File: src/rtl/riscv_csr_file.sv
// -----------------------------------------------------------------------------
// riscv_csr_file
//   Machine-mode CSR storage beside the register file. One combinational read
//   port (with same-cycle bypass of the pending EX-stage write) and one write
//   port that commits at the clock edge. Also holds the 64-bit mcycle and
//   minstret counters.
//
// Ports
//   clk_i          clock
//   rst_i          synchronous reset, active high
//   rd_addr_i      CSR read address
//   rval_o         CSR read data (combinational)
//   rd_illegal_o   read address unmapped (combinational)
//   ex_csr_reg_i   CSR write address
//   ex_csr_wval_i  CSR write value
//   ex_csr_we_i    CSR write enable
//   wr_illegal_o   registered: previous-cycle write hit a read-only/unmapped CSR
//   retire_i       one instruction retired this cycle
// -----------------------------------------------------------------------------
module riscv_csr_file #(
  parameter int unsigned MXLEN   = 32,
  parameter bit          HAS_RVC = 1'b0,
  parameter int unsigned HARTID  = 0
) (
  input  logic             clk_i,
  input  logic             rst_i,
  input  logic [11:0]      rd_addr_i,
  output logic [MXLEN-1:0] rval_o,
  output logic             rd_illegal_o,
  input  logic [11:0]      ex_csr_reg_i,
  input  logic [MXLEN-1:0] ex_csr_wval_i,
  input  logic             ex_csr_we_i,
  output logic             wr_illegal_o,
  input  logic             retire_i
);

  localparam int unsigned CNT_W   = 64;
  localparam bit          IS_RV32 = (MXLEN == 32);

  localparam logic [11:0] CSR_MSCRATCH  = 12'h340;
  localparam logic [11:0] CSR_MEPC      = 12'h341;
  localparam logic [11:0] CSR_MCAUSE    = 12'h342;
  localparam logic [11:0] CSR_MTVAL     = 12'h343;
  localparam logic [11:0] CSR_MHARTID   = 12'hF14;
  localparam logic [11:0] CSR_MCYCLE    = 12'hB00;
  localparam logic [11:0] CSR_MINSTRET  = 12'hB02;
  localparam logic [11:0] CSR_MCYCLEH   = 12'hB80;
  localparam logic [11:0] CSR_MINSTRETH = 12'hB82;
  localparam logic [11:0] CSR_CYCLE     = 12'hC00;
  localparam logic [11:0] CSR_INSTRET   = 12'hC02;
  localparam logic [11:0] CSR_CYCLEH    = 12'hC80;
  localparam logic [11:0] CSR_INSTRETH  = 12'hC82;

  // Compressed ISA allows 2-byte aligned return addresses, otherwise 4-byte.
  localparam logic [MXLEN-1:0] EPC_MASK = HAS_RVC ? ~MXLEN'(1) : ~MXLEN'(3);

  logic [MXLEN-1:0] mscratch_q, mscratch_d;
  logic [MXLEN-1:0] mepc_q,     mepc_d;
  logic [MXLEN-1:0] mcause_q,   mcause_d;
  logic [MXLEN-1:0] mtval_q,    mtval_d;
  logic [CNT_W-1:0] mcycle_q,   mcycle_d;
  logic [CNT_W-1:0] minstret_q, minstret_d;
  logic             wr_illegal_q, wr_illegal_d;

  logic             wr_ok;
  logic             wr_en;
  logic [MXLEN-1:0] wval_eff;
  logic [MXLEN-1:0] rd_data;
  logic             rd_hit;
  logic             rd_bypass;

  // Write target decode: writable machine CSRs only (addr[11:10]==2'b11 is RO).
  always_comb begin
    wr_ok = 1'b0;
    case (ex_csr_reg_i)
      CSR_MSCRATCH, CSR_MEPC, CSR_MCAUSE, CSR_MTVAL,
      CSR_MCYCLE, CSR_MINSTRET:     wr_ok = 1'b1;
      CSR_MCYCLEH, CSR_MINSTRETH:   wr_ok = IS_RV32;
      default:                      wr_ok = 1'b0;
    endcase
  end

  assign wr_en    = ex_csr_we_i & wr_ok;
  assign wval_eff = (ex_csr_reg_i == CSR_MEPC) ? (ex_csr_wval_i & EPC_MASK) : ex_csr_wval_i;

  // Read mux of committed state.
  always_comb begin
    rd_data = '0;
    rd_hit  = 1'b1;
    case (rd_addr_i)
      CSR_MSCRATCH:              rd_data = mscratch_q;
      CSR_MEPC:                  rd_data = mepc_q;
      CSR_MCAUSE:                rd_data = mcause_q;
      CSR_MTVAL:                 rd_data = mtval_q;
      CSR_MHARTID:               rd_data = MXLEN'(HARTID);
      CSR_MCYCLE, CSR_CYCLE:     rd_data = MXLEN'(mcycle_q);
      CSR_MINSTRET, CSR_INSTRET: rd_data = MXLEN'(minstret_q);
      CSR_MCYCLEH, CSR_CYCLEH: begin
        if (IS_RV32) rd_data = MXLEN'(mcycle_q[63:32]);
        else         rd_hit  = 1'b0;
      end
      CSR_MINSTRETH, CSR_INSTRETH: begin
        if (IS_RV32) rd_data = MXLEN'(minstret_q[63:32]);
        else         rd_hit  = 1'b0;
      end
      default:                   rd_hit  = 1'b0;
    endcase
  end

  // A pending write to the same writable CSR is forwarded. Counter halves need
  // no merge here: the addressed half of the merged value is the write value.
  assign rd_bypass    = wr_en && (ex_csr_reg_i == rd_addr_i);
  assign rval_o       = rd_bypass ? wval_eff : rd_data;
  assign rd_illegal_o = ~rd_hit;
  assign wr_illegal_o = wr_illegal_q;

  // Next-state: counters free-run; a software write to a counter half replaces
  // that half and freezes the other one for the cycle.
  always_comb begin
    mscratch_d   = mscratch_q;
    mepc_d       = mepc_q;
    mcause_d     = mcause_q;
    mtval_d      = mtval_q;
    mcycle_d     = mcycle_q + 64'd1;
    minstret_d   = minstret_q + 64'(retire_i);
    wr_illegal_d = ex_csr_we_i & ~wr_ok;
    if (wr_en) begin
      case (ex_csr_reg_i)
        CSR_MSCRATCH:  mscratch_d = wval_eff;
        CSR_MEPC:      mepc_d     = wval_eff;
        CSR_MCAUSE:    mcause_d   = wval_eff;
        CSR_MTVAL:     mtval_d    = wval_eff;
        CSR_MCYCLE:    mcycle_d   = IS_RV32 ? {mcycle_q[63:32], ex_csr_wval_i[31:0]}
                                            : 64'(ex_csr_wval_i);
        CSR_MINSTRET:  minstret_d = IS_RV32 ? {minstret_q[63:32], ex_csr_wval_i[31:0]}
                                            : 64'(ex_csr_wval_i);
        CSR_MCYCLEH:   mcycle_d   = {ex_csr_wval_i[31:0], mcycle_q[31:0]};
        CSR_MINSTRETH: minstret_d = {ex_csr_wval_i[31:0], minstret_q[31:0]};
        default:       ;
      endcase
    end
  end

  // State register; reset dominates writes and increments.
  always_ff @(posedge clk_i) begin
    if (rst_i) begin
      mscratch_q   <= '0;
      mepc_q       <= '0;
      mcause_q     <= '0;
      mtval_q      <= '0;
      mcycle_q     <= '0;
      minstret_q   <= '0;
      wr_illegal_q <= 1'b0;
    end else begin
      mscratch_q   <= mscratch_d;
      mepc_q       <= mepc_d;
      mcause_q     <= mcause_d;
      mtval_q      <= mtval_d;
      mcycle_q     <= mcycle_d;
      minstret_q   <= minstret_d;
      wr_illegal_q <= wr_illegal_d;
    end
  end

endmodule

File: config.mk
export PLATFORM = sky130hd
export DESIGN_NAME = riscv_csr_file
export DESIGN_NICKNAME = d
export VERILOG_FILES = /design/src/rtl/riscv_csr_file.sv
export SDC_FILE = /design/constraint.sdc
export NUM_CORES = 1
export LEC_CHECK = 0
export ABC_CLOCK_PERIOD_IN_PS = 3500
export CAP_MARGIN = 20
export CORE_MARGIN = 2
export CORE_UTILIZATION = 62
export CTS_BUF_LIST = sky130_fd_sc_hd__clkbuf_8
export CTS_CLUSTER_SIZE = 16
export DETAILED_ROUTE_END_ITERATION = 7
export PLACE_DENSITY = 0.94
export RECOVER_POWER = 50
export SLEW_MARGIN = 20
export SYNTH_ARGS = -nofsm -noshare
export SYNTH_HDL_FRONTEND = slang
export SYNTH_SLANG_ARGS = --single-unit
export TNS_END_PERCENT = 50
File: constraint.sdc
create_clock -name clk_i -period 3.5 [get_ports clk_i]
set_clock_uncertainty 0.1 [all_clocks]
set_input_delay 0.35 -clock clk_i [delete_from_list [all_inputs] [get_ports clk_i]]
set_output_delay 0.35 -clock clk_i [all_outputs]
set_load 0.01 [all_outputs]
Word-level counts from Yosys, hierarchy flattened
Index checks and enable logic that the tools add are counted.
{"block": "totals", "elab_cells": 61, "register_bits": 257, "input_bits": 60, "output_inout_bits": 34}
{"block": "op_classes", "add_sub_neg": 2, "muxes": 9, "eq_ne": 26, "bitwise_logic": 4, "n_reduce_logical": 11}
{"op": "case mux 32 bit (8 select lines)", "count": 1}
{"op": "case mux 64 bit (2 select lines)", "count": 2}
{"op": "== test 12 bit (second input constant)", "count": 13}
{"op": "2-to-1 mux 64 bit", "count": 2}
{"op": "== test 12 x 10 -> 1 bit (second input constant)", "count": 8}
{"op": "adder 64 x 1 -> 64 bit", "count": 1}
{"op": "adder 64 x 1 -> 64 bit (second input constant)", "count": 1}
{"op": "2-to-1 mux 32 bit", "count": 1}
{"op": "OR reduction 13 bit", "count": 1}
{"op": "== test 12 bit", "count": 1}
{"op": "!= test 2 bit (second input constant)", "count": 4}
{"op": "AND reduction 2 bit", "count": 4}
{"op": "OR reduction 2 bit", "count": 4}
{"op": "OR reduction 8 bit", "count": 1}
{"op": "AND 1 bit", "count": 2}
{"op": "2-to-1 mux 1 bit", "count": 2}
{"op": "2-to-1 mux 2 bit", "count": 1}
{"op": "NOT 1 bit", "count": 2}
{"op": "logical AND 1 bit", "count": 1}

Logic depth before layout (Yosys ltp)
{"block": "depth", "word_depth": 6, "ltp_mapped": 12, "ltp_nobuf": 8}

Worst setup path after synthesis
No wires, ideal clock.
{"block": "synth_timing", "path_kind": "input-to-output", "from": "input rd_addr_i[0]", "to": "output rval_o[10]", "t_required_ps": 3050, "path_buffers": 3, "slack_ps": 784, "path_stages": 6, "arrival_time_ps": 2266, "cell_sequence": "clkbuf_1 > buf_1 > clkbuf_1 > mux4_2 > a222oi_1 > o21ai_0"}
{"block": "synth_via", "elab_chain_len": 4, "word_cells_on_any_way": 20, "cone_classes": "eq/ne: 13; mux: 2; reduce/logical: 5"}
{"element": "start, declared", "line_no": "27", "source": "input logic [11:0] rd_addr_i,"}
{"element": "== test 12 bit", "line_no": "90", "source": "case (rd_addr_i)"}
{"element": "OR reduction 2 bit, on equally long branches"}
{"element": "case mux 32 bit (8 select lines)", "line_no": "90"}
{"element": "2-to-1 mux 32 bit (*)", "line_no": "113", "source": "assign rval_o = rd_bypass ? wval_eff : rd_data;"}
{"element": "end, declared", "line_no": "28", "source": "output logic [MXLEN-1:0] rval_o,"}
Every way passes the cells marked *; elsewhere a longest branch is shown, timed or not.

Worst setup path after layout
{"block": "layout_timing", "from": "input rd_addr_i[8]", "to": "output rval_o[31]"}
Same word-level chain as after synthesis.

==> reports/qor.yml <==
timing:
  setup_viol: 0
  period_share_pct: 96.5
  fmax_mhz: 296
  tightest_slew_ns: 1.50
  drv_slew: 14
  hold_violations: 0
  max-slew-margin-rel_pct: -0.0312
  fin_crit_ns: 3.38
  tns_ns: 0
floorplan:
  rows: 56
  io_pins: 94
  die_h_um: 159
  die_w_um: 159
  start_util_pct: 63.3
  dieArea_um2: 25200
  core-area_um2: 23500
routing:
  routed-via-count: 16596
  drc: 3
  dr.pass1.iters: 8
  wirelength_mm: 56.7
  drtIter0Drc: 2731
  routedWlPerCell_um: 24.4
  routed_via_density: 7.15
  ant_nets: 0
clock_tree:
  cts.path.max_buffers: 3
  root_buffer: "clkbuf_8"
  clock-sinks: 257
  cts_tree: "done"
  htree_levels: 2
  ctsHoldBuffers: 0
  numCtsBuffers: 44
  clkTransAtPathRegs_ns: 0.06
  clock_latency_ns: 0.58
min_path:
  holdCritStartpoint: "mcause_q[26]"
  hp-class: "reg2reg"
worst_setup_path:
  r2r_start: "minstret_q[17]"
  cp.arrival_ns: 2.93
  setup.worst_path.start: "rd_addr_i[8]"
  ff2ff_setup_slack_ns: 0.58
  crit_chain: "clkdlybuf4s50_1, nand2_1, nor4_1, and3_1, buf_12, a222oi_1, o21ai_0, clkdlybuf4s50_1"
  slowest_stage: "clkdlybuf4s50_1"
  slowest_delay_ns: 0.64
  crit_top_cell: "clkdlybuf4s50_1"
  path_buf_inv: 3
  startpoint_type: "input port"
  critical_path_required_ns: 3.05
  crit_type: "in2out"
  crit_fanout: 15
  worst_path_dominant_cell_family: "buffers and inverters"
  worst_setup_path_end_kind: "primary output"
yosys:
  synthArstFlopShare_pct: 0
  synthTopCellsByCount: "nand2_1 (389), dfxtp_1 (257), a21oi_1 (198), clkbuf_1 (160), o21ai_0 (101)"
  synth_ff_type: "dfxtp_1"
  syn_area_um2: 14900
  ys.warnings.count: 0
  synth-seq-area-share_pct: 34.6
  synth_seq_cells: 257
  yosys.area.top_type: "dfxtp_1"
  avgSynthCellArea_um2: 7.72
  syn_nets: 1987
  synth_edf_count: 0
  synth_area_leaders: "dfxtp_1 (35%), nand2_1 (9.8%), a21oi_1 (6.7%)"
  syn_inst: 1924
  synth_top_area_share_pct: 34.6
  ys_types: 72
  synth_most_common_cell: "nand2_1"
grt:
  antenna_found_initial: 3
  track_usage_pct: 43.8
  grt_start_max_net_pins: 141
  grt_pass1_wl_mm: 87.6
  grt_pass1_vias: 15986
  grt-ovfl-total: 0
power_and_ir_drop:
  power_uw: 6190
  ir_drop_mv: 0.306
  p_per_area_nw_per_um2: 360
  power_leakage_uw: 0.00555
placed_design:
  place_hpwl_mm: 38.1
  placed_area_um2: 16300
  place.gp.congestion: 1.06
  numPortBuffers: 93
outcome:
  violations: "DRC, slew limit"
  status: "finished, violations left"
layout:
  layout-drive-gt1-share_pct: 12.7
  final_nets: 2035
  syn_to_final_growth_pct: 15.7
  final_core_util_pct: 73.2
  design_area_um2: 17200
run:
  drv_cap: 0
-- logic make-up (layout without fill, tap and decap cells) --
| logic type | Yosys count | after routing | synth area share [%] |
|---|---|---|---|
| AOI/OAI and AO/OA | 533 | 533 | 22.9 |
| and+or+nand+nor | 818 | 818 | 26.5 |
| xor gates and xnor gates | 36 | 36 | 2.12 |
| adders and majority gates | 3 | 3 | 0.253 |
| other | 0 | 2 | 0 |
| DFF | 257 | 257 | 34.6 |
| buffers and inverters | 203 | 280 | 5.39 |
| muxes | 74 | 74 | 8.25 |
-- sequential cells by signal, indices dropped and copies added (netlist names) --
| signal | count |
|---|---|
| mcycle_q | 64 |
| minstret_q | 64 |
| mcause_q | 32 |
| mepc_q | 32 |
| mscratch_q | 32 |
| mtval_q | 32 |
| wr_illegal_o | 1 |
-- timing repair --
item	in CTS	in global routing
endpoints found under the setup margin	13	27
setup buffers	0	1
resized for setup	1	6
pin swaps	0	2
endpoints found under the hold margin	0	0
-- per-layer routing --
metal | global-route usage, % | up-vias | wire length, um
li1 | - | 7174 | -
met1 | 53.6 | 7633 | 19500
met2 | 67.8 | 1411 | 24700
met3 | 12.3 | 376 | 8350
met4 | 28.5 | 2 | 4150
met5 | 0 | - | 13
-- placed cells by master (no fill, tap or decap), types with 7 or more instances in the layout --
cell type and count:
nand2_1 389, dfxtp_1 257, a21oi_1 198, o21ai_0 101, nor2_1 96, clkdlybuf4s50_1 86, buf_4 70, nand3_1 65
a211oi_1 56, clkbuf_8 56, nor3_1 55, nand4_1 39, mux2_2 38, mux4_2 35, and3_1 35, a22o_1 31
a222oi_1 29, a31oi_1 28, and4_1 23, nor4_1 22, inv_1 21, and2_1 21, xor2_1 20, xnor2_1 16
or3_1 16, a22oi_1 14, a311oi_1 13, nor2b_1 13, clkbuf_1 10, clkbuf_2 9, buf_12 9, o211ai_1 7
a41oi_1 7, o21a_1 7, clkinv_2 7
-- metrics by stage --
stage / worst slack (ns) / instances / hold slack, ns
after CTS: 0.0159 / 2319 / 0.103
after global routing: -0.0143 / 2321 / 0.366
after detailed placement: -0.0384 / 2244 / 0.341
after global placement: 0.0717 / 2244 / 0.334
after floorplan: 0.784 / 1924 / 0.329
final: 0.122 / 2322 / 0.347
-- power by group --
part / total, uW / switching [uW] / internal (uW)
combinational: 388 / 251 / 136
clock: 2860 / 1280 / 1580
sequential: 2940 / 9.15 / 2930
-- final cells by class --
class,count,area (um^2)
fill,1770,6290
clock inverter,19,138
sequential,257,5140
timing repair buffer,192,1720
tap,319,399
inverter,13,48.8
multi-input combinational,1464,8960
clock buffer,56,771
antenna,2,5.00
-- tightest hold or removal path: stages, from the launching register on --
cell	delay (ns)
dfxtp_1	0.30
nand2_1	0.05
a21oi_1	0.05
-- worst paths after layout --
check,cells after the start,endpoint
max,8,rval_o[31]
min reg2reg,2,mcause_q[26]
max reg2reg,6,minstret_q[59]
min,2,mcause_q[26]
Power figures use the tool's default switching activity.
